===== config.mk =====
export PLATFORM = sky130hd
export DESIGN_NAME = mmu_psum_drain
export DESIGN_NICKNAME = d
export VERILOG_FILES = /design/src/rtl/mmu_psum_drain.sv
export SDC_FILE = /design/constraint.sdc
export NUM_CORES = 1
export LEC_CHECK = 0
export ABC_AREA = 1
export BUFFER_PORTS_ARGS = -buffer_cell sky130_fd_sc_hd__buf_4
export CAP_MARGIN = 10
export CORE_MARGIN = 10
export CORE_UTILIZATION = 50
export CTS_CLUSTER_DIAMETER = 50
export CTS_CLUSTER_SIZE = 16
export DETAILED_ROUTE_END_ITERATION = 8
export PLACE_DENSITY_LB_ADDON = 0.08
export REMOVE_ABC_BUFFERS = 1
export SYNTH_ARGS = -nofsm -noshare
export SYNTH_HDL_FRONTEND = slang
export SYNTH_SLANG_ARGS = --single-unit

===== constraint.sdc =====
create_clock -name clk -period 7.25 [get_ports clk]
set_input_delay 0.725 -clock clk [delete_from_list [all_inputs] [get_ports clk]]
set_output_delay 0.725 -clock clk [all_outputs]
set_load 0.005 [all_outputs]

===== src/rtl/mmu_psum_drain.sv =====
// Drain end of the MMU psum chain: deskews the bottom-row column outputs into
// aligned rows and buffers them in a row FIFO behind a valid/ready port.
module mmu_psum_drain #(
    parameter int unsigned COLS         = 4,
    parameter int unsigned DATA_WIDTH   = 16,
    parameter int unsigned FIFO_DEPTH   = 8,
    parameter int unsigned AFULL_THRESH = FIFO_DEPTH - COLS - 1,
    localparam int unsigned PSUM_WIDTH  = 2 * DATA_WIDTH,
    localparam int unsigned PTR_W       = $clog2(FIFO_DEPTH),
    localparam int unsigned LEVEL_W     = PTR_W + 1,
    localparam int unsigned ROW_W       = COLS * PSUM_WIDTH
) (
    input  logic               clk,
    input  logic               rst,
    input  logic               clr,
    input  logic [COLS-1:0]    col_en,
    input  logic [ROW_W-1:0]   col_psum,
    output logic               out_valid,
    input  logic               out_ready,
    output logic [ROW_W-1:0]   out_data,
    output logic [LEVEL_W-1:0] level,
    output logic               afull,
    output logic               overflow,
    output logic               skew_err,
    output logic [15:0]        rows_out
);

    logic               flush;
    logic [COLS-1:0]    al_en;
    logic [ROW_W-1:0]   al_psum;

    assign flush = rst | clr;

    // Column c is delayed COLS-c cycles so every column of a row lines up.
    for (genvar c = 0; c < COLS; c++) begin : g_col
        localparam int unsigned DEPTH = COLS - c;

        logic [DEPTH-1:0]                 en_sr;
        logic [DEPTH-1:0][PSUM_WIDTH-1:0] ps_sr;

        always_ff @(posedge clk) begin
            if (flush) begin
                en_sr <= '0;
                ps_sr <= '0;
            end else begin
                en_sr[0] <= col_en[c];
                ps_sr[0] <= col_psum[c*PSUM_WIDTH +: PSUM_WIDTH];
                for (int unsigned s = 1; s < DEPTH; s++) begin
                    en_sr[s] <= en_sr[s-1];
                    ps_sr[s] <= ps_sr[s-1];
                end
            end
        end

        assign al_en[c]                              = en_sr[DEPTH-1];
        assign al_psum[c*PSUM_WIDTH +: PSUM_WIDTH]   = ps_sr[DEPTH-1];
    end

    logic [ROW_W-1:0]   mem [FIFO_DEPTH];
    logic [PTR_W-1:0]   rd_ptr;
    logic [PTR_W-1:0]   wr_ptr;
    logic [PTR_W-1:0]   rd_ptr_nxt;
    logic [PTR_W-1:0]   wr_ptr_nxt;
    logic [LEVEL_W-1:0] level_nxt;
    logic [ROW_W-1:0]   head_nxt;
    logic               push_req;
    logic               mixed;
    logic               pop;
    logic               full;
    logic               push;
    logic               drop;

    // Push/pop decisions and the head row as it will look after this edge.
    always_comb begin
        push_req   = &al_en;
        mixed      = (|al_en) && !push_req;
        pop        = out_valid && out_ready;
        full       = (level == LEVEL_W'(FIFO_DEPTH));
        push       = push_req && (!full || pop);
        drop       = push_req && !push;
        rd_ptr_nxt = pop  ? rd_ptr + PTR_W'(1) : rd_ptr;
        wr_ptr_nxt = push ? wr_ptr + PTR_W'(1) : wr_ptr;
        level_nxt  = level;
        case ({push, pop})
            2'b10:   level_nxt = level + LEVEL_W'(1);
            2'b01:   level_nxt = level - LEVEL_W'(1);
            default: level_nxt = level;
        endcase
        // The new head is the row being written when it lands in the head slot.
        if (push && (rd_ptr_nxt == wr_ptr)) begin
            head_nxt = al_psum;
        end else begin
            head_nxt = mem[rd_ptr_nxt];
        end
    end

    always_ff @(posedge clk) begin
        if (push) begin
            mem[wr_ptr] <= al_psum;
        end
    end

    always_ff @(posedge clk) begin
        if (flush) begin
            rd_ptr    <= '0;
            wr_ptr    <= '0;
            level     <= '0;
            out_valid <= 1'b0;
            out_data  <= '0;
            afull     <= 1'b0;
            overflow  <= 1'b0;
            skew_err  <= 1'b0;
            rows_out  <= '0;
        end else begin
            rd_ptr    <= rd_ptr_nxt;
            wr_ptr    <= wr_ptr_nxt;
            level     <= level_nxt;
            out_valid <= (level_nxt != '0);
            out_data  <= (level_nxt != '0) ? head_nxt : '0;
            afull     <= (level_nxt >= LEVEL_W'(AFULL_THRESH));
            overflow  <= overflow | drop;
            skew_err  <= skew_err | mixed;
            rows_out  <= rows_out + 16'(pop);
        end
    end

endmodule

Yosys cells after proc, flatten, opt, wreduce, memory -nomap -nowiden

Memory sizes are Yosys's and may differ from the RTL's. A register that Yosys moved wholly into a read port is not among the register bits.
Cells that the tools add are included.

Output and inout bits: 152
ROM bits: 0
Input bits: 136
Latch bits: 0
Flip-flop bits (word level): 360
Bits in writable memories: 1,024
Memories: 1
Logic and storage cells: 52

Shifts and indexed selects: 0
Eq/ne operators: 3
Muxes and demuxes: 4
Add/subtract/negate cells: 5
Bitwise gates (word level): 4
Divide/modulo/power cells: 0
Multipliers: 0
Order comparisons: 1
Reductions and logical operators: 12

Memory list:

| name | words | bits a word | rd ports | clocked after Yosys merged registers in | wr ports | line | RTL |
|---|---|---|---|---|---|---|---|
| mem  | 8     | 128         | 1        | 1                                       | 1        | 59   | `logic [ROW_W-1:0] mem [FIFO_DEPTH];` |

Operators with widths:

| cell                  | count |
|---|---|
| $add A16 B1 Y16       | 1 |
| $pmux W4 S2           | 1 |
| $add A3 B1 Y3 const B | 2 |
| $add A4 B1 Y4 const B | 1 |
| $eq A4 B4 Y1 const B  | 1 |
| $ge A4 B2 Y1 const B  | 1 |
| $logic_and A1 B1 Y1   | 4 |
| $reduce_and A4 Y1     | 1 |
| $reduce_bool A4 Y1    | 1 |
| $reduce_or A4 Y1      | 1 |
| $sub A4 B1 Y4 const B | 1 |
| $logic_not A1 Y1      | 3 |
| $mux W3               | 1 |
| $or A1 B1 Y1          | 3 |
| $eq A2 B1 Y1 const B  | 1 |
| $eq A2 B2 Y1 const B  | 1 |
| $mux W1               | 2 |
| $reduce_or A2 Y1      | 1 |
| $logic_or A1 B1 Y1    | 1 |
| $not A1 Y1            | 1 |

Longest topological paths before layout

Gate-level depths: netlist of the first run.

Depth after elaboration: 9
Mapped depth: 17
Gate-level depth less buffers: 15

Worst setup path after synthesis of the first run

OpenSTA, ideal clock, no wires.

Path type: input -> register
From: in out_ready
To: mem mem[0][0] (netlist bit), enable pin
Setup slack: 80 ps
Buffers on the path: 0
Setup time: 617 ps
Required time: 6,633 ps
Arrival time: 6,553 ps
Cell stages on the path: 6
Cell sequence: nand2_2 nand3_1 nand2_2 clkinv_1 nand2_1 nor2_1

Word-level cells in the longest chain between the ends: 5

Ends and longest elaborated chain:

| element                       | line | RTL |
|---|---|---|
| start, declared               | 19   | `input logic out_ready,` |
| $logic_and A1 B1 Y1           | 77   | `pop = out_valid && out_ready;` |
| $logic_or A1 B1 Y1            | 79   | `push = push_req && (!full \|\| pop);` |
| $logic_and A1 B1 Y1           | 79   |  |
| $mux W1                       | 98   | `if (push) begin` |
| $mux W1 (implied by the code) | 99   | `mem[wr_ptr] <= al_psum;` |
| end, declared                 | 59   |  |

No other way between the ends.

Final worst setup path of the first run

From: reg out_valid
To: reg out_data[53], read port of mem

Word-level cells in the longest chain between the ends: 8
Elaborated cells between the ends (all ways): 10
Those cells by class: eq/ne: 2; mux: 2; bitwise: 1; reduce/logical: 5

Ends and longest elaborated chain:

| element                                             | line | RTL |
|---|---|---|
| start, declared                                     | 18   | `output logic out_valid,` |
| start signal, assigned                              | 118  | `out_valid <= (level_nxt != '0);` |
| $logic_and A1 B1 Y1 *                               | 77   |  |
| $logic_or A1 B1 Y1                                  | 79   |  |
| $logic_and A1 B1 Y1                                 | 79   |  |
| $eq A2 B1 Y1 / $eq A2 B2 Y1 (equally long branches) | 84   | `case ({push, pop})` |
| $pmux W4 S2                                         | 84   |  |
| $reduce_bool A4 Y1                                  | 119  | `out_data <= (level_nxt != '0) ? head_nxt : '0;` |
| $not A1 Y1 (no line)                                | -    |  |
| $reduce_or A2 Y1 (no line)                          | -    |  |
| end, declared                                       | 20   | `output logic [ROW_W-1:0] out_data,` |

Every way passes the cells marked *; elsewhere a longest branch is shown, timed or not.
A chain may end at the register's enable or synchronous reset.

==> results.tsv, run 1 <==
metric	value	unit
grtUsageTotal	21.7	%
synth-seq-cells	1512	
cts.repair.resized	0	
max_stage_delay	0.79	ns
syn_area	0.0582	mm^2
cts_sinks	1512	
post-place-ws	2.66	ns
gr-total-overflow	0	
clock_latency	0.76	ns
gp_congestion	0.755	
power_switching	3.51	mW
grt_max_degree	206	
route.antenna.remaining_nets	0	
slowest_stage	nand2_8	
ios	288	
cts_buffers	144	
hpwl	69700	um
stdcell_count	7516	
synth_top_area_share	52.8	%
htree_levels	4	
first_iter_violations	3014	
ys_seq_area_share	69.6	%
fmax	228	MHz
synth_common_cells	1,203 x nand2_1, 1,110 x nand3_1, 1,024 x edfxtp_1, 941 x inv_1, 491 x nor2_1	
clkTransAtPathRegs	0.07	ns
r2r-end	out_data[53]	
fin_crit	4.38	ns
path_cells	nand3_4 -> nand2_8 -> buf_12 -> buf_4 -> nand2_1 -> nand3_1 -> nand3_1 -> nand2_1 -> nand2_1 -> nand2_1 -> inv_1 -> nor2_1	
finalSetupViolCount	0	
drt-total-wl	143000	um
grt_pass1_vias	37900	
r2r_slack	2.87	ns
path_common_cell	nand2_1	
cts_tree	built	
post-cts-setup-buffers	0	
p_seq_share	53.7	%
worstSetupPathType	reg -> reg	
slew_headroom	18.9	%
min_path_type	in -> reg	
yosysMostFrequentCell	nand2_1	
yosysUniqueCellTypes	30	
wl_per_cell	19.1	um
start_util	50.2	%
dieWidth	361	um
synth_warnings	0	
required	7.93	ns
yosys.area.top_type	edfxtp_1	
power_frac_comb	0.9	%
rsz0062_at_grt	no	
synthTopCellsByArea	edfxtp_1 53%, dfxtp_1 17%, nand3_1 9.5%	
drive_above_1_share	10.2	%
arrival	5.06	ns
crit_path_start_kind	flop	
totalPowerFinal	17.1	mW
fin_worst_skew	0.0278	ns
core-area	0.116	mm^2
place_inst	7246	
min_path_cells	3	
worst_slew_pin_slew	1.22	ns
die_y	361	um
period_share	60.4	%
firstDrtPassIters	5	
synthToLayoutAreaGrowth	14.3	%
rr_startpoint	out_valid	
rows	125	
numPortBuffers	287	
ctsHoldBuffers	0	
end_kind	flop	
synth_cells	5699	
finalWorstSetupSlack	2.87	ns
tns	0	ns
crit_fanout	182	
diodes	0	
powerDensity	257	mW/mm^2
min_to	g_col[2].en_sr[0]	
grt_pass1_wl	222000	um
hold_viol_final	0	
cellLeakagePower	28.4	nW
report.final.slew_viol_count	0	
dieArea	0.130	mm^2
route.detailed.drc	0	
p_int	13.6	mW
p_clk_share	45.4	%
synth_ff_type	edfxtp_1	
synth_edf_count	1024	
cts_root_buffer	clkbuf_16	
nets	6011	
sw_frac_of_total	20.5	%
dr_total_vias	38600	
vias_per_cell	5.13	
antenna_found_initial	0	
synthArstFlopShare	0	%
status	complete, no violations	
worstRegToRegCells	12	
cts_buffer_depth	3	
drv_cap	0	
synth_area_per_cell	10.2	um^2
ir_drop	0.225	mV
hp-start	col_en[2]	
==> layer usage <==
metal	wire, um	track usage [%]	part of all wire [%]	vias to the layer above
li1	-	-	-	18700
met1	63100	29.4	44	18500
met2	67300	35.2	47	1155
met3	9250	3.91	6.5	223
met4	3710	6.91	2.6	0
met5	0	0	0	-
==> through the flow <==
stage / instance area [um^2] / util [%] / hold slack, ns
after floorplan: 56800 / - / 0.394
after global placement: 61600 / 53.1 / 0.394
after detailed placement: 61600 / 53.1 / 0.397
after CTS: 66500 / 57.4 / 0.132
after global routing: 66500 / 57.4 / 0.157
final: 66500 / 57.4 / 0.182
==> logic make-up (layout without fill, tap and decap cells) <==
group                    count (synthesis)  after routing  share of synthesized area, %
flip-flops                            1512           1512                          69.6
buffers and inverters                 1262           1555                          8.45
AO/OA/AOI/OAI                           30             30                         0.271
XOR/XNOR                                 1              1                        0.0150
AND/OR/NAND/NOR                       2887           2887                          21.5
adder cells (fa/ha/maj)                  7              7                         0.163
==> worst max-delay path, delay by kind of cell, from the launching register on <==
kind                   cells  cell delay (ns)
buffers and inverters      3             1.41
DFF                        1             0.46
and+or+nand+nor            9             2.19
==> flip-flops by register name (all words and copies together) (netlist names) <==
| register | flops |
|---|---|
| rows_out | 16 |
| afull | 1 |
| overflow | 1 |
| level | 4 |
| al_psum | 96 |
| out_valid | 1 |
| skew_err | 1 |
| g_col.en_sr | 10 |
| rd_ptr | 3 |
| wr_ptr | 3 |
| mem | 1024 |
| out_data | 128 |
| g_col.ps_sr | 224 |
==> layout by cell type (no fill, tap or decap), types with 9 or more instances in the layout <==
cell type	instances
a21oi_1	17
buf_12	9
buf_4	332
bufinv_16	12
clkbuf_1	19
clkbuf_16	148
clkbuf_8	10
clkinv_2	13
clkinv_4	18
dfxtp_1	488
edfxtp_1	1024
inv_1	940
inv_6	18
nand2_1	1199
nand3_1	1109
nand3b_1	65
nor2_1	480
nor2_4	11
o21ai_0	9
==> final cells by class <==
class	count	area, um^2
Sequential cell	1512	40500
Multi-Input combinational cell	2925	12900
Inverter	944	3560
Clock buffer	177	3910
Clock inverter	93	1040
Tap cell	1524	1910
Fill cell	9860	49400
Timing Repair Buffer	341	2670
==> power groups by stage <==
stage	Sequential [mW]	Combinational, mW	Clock, mW
floorplan	9.37	0.0664	0
global placement	9.38	0.148	0
detailed placement	9.39	0.149	0
CTS	9.19	0.150	7.91
global route	9.20	0.166	8.26
finish	9.19	0.147	7.77
==> worst max path at each step <==
stage,from,endpoint,slack (ns),cells after the start
final,out_valid,out_data[53],2.87,12
after global routing,out_valid,out_data[67],2.51,12
after CTS,out_valid,out_data[53],2.93,12
after detailed placement,out_ready,out_data[53],2.66,14
after global placement,out_ready,out_data[42],2.72,13
after floorplan,out_ready,out_data[101],-13.48,11
Note: power is estimated with default switching activity, not from simulation.
==> inputs of run 2 (changes only) <==
- clock period: 7.25 -> 4.45 ns (I/O delays scaled with it)
==> run 2 against run 1 <==
Effect of this change: die area unchanged; via count up 0.54%; global-route usage grew 0.22 points; non-clock buffer count grew 139; worst hold slack improved by 0.068 ns; power up 65%; sequential cell count unchanged; final cell count increased by 1.8%; clock skew decreased by 0.0036 ns; clock power grew 66%; count of clock-buffer cells in the layout rose by 10; final area rose by 2.6%.
==> results.tsv, run 2 (synthesis gave the netlist of run 1 again) <==
metric	value	unit	change
status	complete, no violations		unchanged
grt_max_degree	197		was 206
worst_slew_pin_slew	1.06	ns	was 1.22 ns
antenna_found_initial	0		unchanged
grt_pass1_vias	38100		was 37,900
first_iter_violations	3025		was 3,014
die_y	361	um	unchanged
post-place-ws	1.34	ns	was 2.66 ns
fin_util	58.9	%	was 57.4%
powerDensity	413	mW/mm^2	was 257 mW/mm^2
worstSetupPathType	reg -> reg		unchanged
htree_levels	4		unchanged
final_cell_mix	1,199 x nand2_1, 1,109 x nand3_1, 1,024 x edfxtp_1, 940 x inv_1, 488 x dfxtp_1		unchanged
hpwl	68700	um	was 69,700 um
largest_reg_flops	1024		unchanged
slew_headroom	29.6	%	was 18.9%
synthToLayoutAreaGrowth	17.3	%	was 14.3%
dr_total_vias	38800		was 38,600
clkTransAtPathRegs	0.06	ns	was 0.07 ns
nets	6150		was 6,011
rsz0062_at_grt	no		unchanged
firstDrtPassIters	5		unchanged
core-area	0.116	mm^2	unchanged
crit_fanout	28		was 182
numPortBuffers	287		unchanged
route.antenna.remaining_nets	0		unchanged
num-fill-cells	9748		was 9,860
clock_latency	0.75	ns	was 0.76 ns
cts_tree	built		unchanged
arrival	3.59	ns	was 5.06 ns
cts_sinks	1512		unchanged
dieWidth	361	um	unchanged
tns	0	ns	unchanged
vias_per_cell	5.07		was 5.13
cts_buffers	144		unchanged
fin_worst_skew	0.0243	ns	was 0.0278 ns
fmax	335	MHz	was 228 MHz
start_util	50.2	%	unchanged
cts_root_buffer	clkbuf_16		unchanged
hold_viol_final	0		unchanged
min_path_type	in -> reg		unchanged
regMostFlops	mem		unchanged
period_share	67.1	%	was 60.4%
top_regs	mem (1024), g_col.ps_sr (224), out_data (128)		unchanged
required	5.05	ns	was 7.93 ns
report.final.slew_viol_count	0		unchanged
grtUsageTotal	21.9	%	was 21.7%
fin_crit	2.99	ns	was 4.38 ns
end_kind	flop		unchanged
crit_path_start_kind	flop		unchanged
grt_pass1_wl	224000	um	was 222,000 um
drt-total-wl	145000	um	was 143,000 um
finalSetupViolCount	0		unchanged
ir_drop	0.306	mV	was 0.225 mV
cellLeakagePower	29.1	nW	was 28.4 nW
drv_cap	0		unchanged
diodes	0		unchanged
gr-total-overflow	0		unchanged
dieArea	0.130	mm^2	unchanged
gp_congestion	0.741		was 0.755
route.detailed.drc	0		unchanged
ios	288		unchanged
drive_above_1_share	10.0	%	was 10.2%
rows	125		unchanged
final_common_cell	nand2_1		unchanged
cts_buffer_depth	3		unchanged
finalWorstSetupSlack	1.46	ns	was 2.87 ns
wl_per_cell	18.9	um	was 19.1 um
## run 2: per-stage QoR
stage	hold slack [ns]	instance area [um^2]	power, mW	cells
global placement	0.395	61900	15.5	7253
floorplan	0.394	56800	15.4	5381
global route	0.258	68300	29.0	7652
CTS	0.198	68300	28.4	7652
detailed placement	0.397	61900	15.5	7253
finish	0.250	68300	28.2	7652
## run 2: what timing repair did
action / 4_1_cts / 5_1_grt
hold endpoints to repair: 132 / 0
hold buffers: 132 / 0
gates resized for setup: 0 / 0
setup buffers: 0 / 0
## run 2: per-layer routing
layer	vias to the layer above	wire length [um]	track usage (%)
met5	-	0	0
met2	1043	68900	36.6
met4	0	2780	5.66
li1	18900	-	-
met1	18600	64400	29.5
met3	208	8770	3.83
## run 2: layout make-up
type,count,area (um^2),share of cell area [%]
flip-flops and latches,1512,40500,59.4
multi-input cells,2925,12900,18.9
repair buffers,480,4300,6.29
clock buffers,187,4120,6.04
inverters,944,3560,5.21
well taps,1524,1910,2.79
clock inverters,80,933,1.37
## run 2: worst paths after layout
check | startpoint | slack (ns) | cells after the start | to
worst max-delay path | out_valid | 1.46 | 14 | out_data[119]
worst min-delay path | rst | 0.25 | 5 | rows_out[2]
worst max register to register | out_valid | 1.46 | 14 | out_data[119]
worst min register to register | g_col[0].ps_sr[95] | 0.40 | 2 | al_psum[31]
## run 2: critical path, stage by stage (launching register included)
cell	delay (ns)
dfxtp_1	0.45
nand2_2	0.23
inv_2	0.16
nand2_2	0.11
inv_1	0.10
ha_1	0.26
a21oi_1	0.20
nand3_1	0.10
nand2_1	0.08
nand3_1	0.07
nand3_1	0.13
nand2_1	0.10
nor2_4	0.27
buf_4	0.47
nor2_1	0.08
## run 2: where the power goes
| part | total (mW) | leakage, nW | internal (mW) | switching (mW) |
|---|---|---|---|---|
| clock network | 12.9 | 2.45 | 7.47 | 5.39 |
| registers | 15.0 | 13.2 | 14.9 | 0.0568 |
| logic | 0.337 | 13.4 | 0.191 | 0.146 |
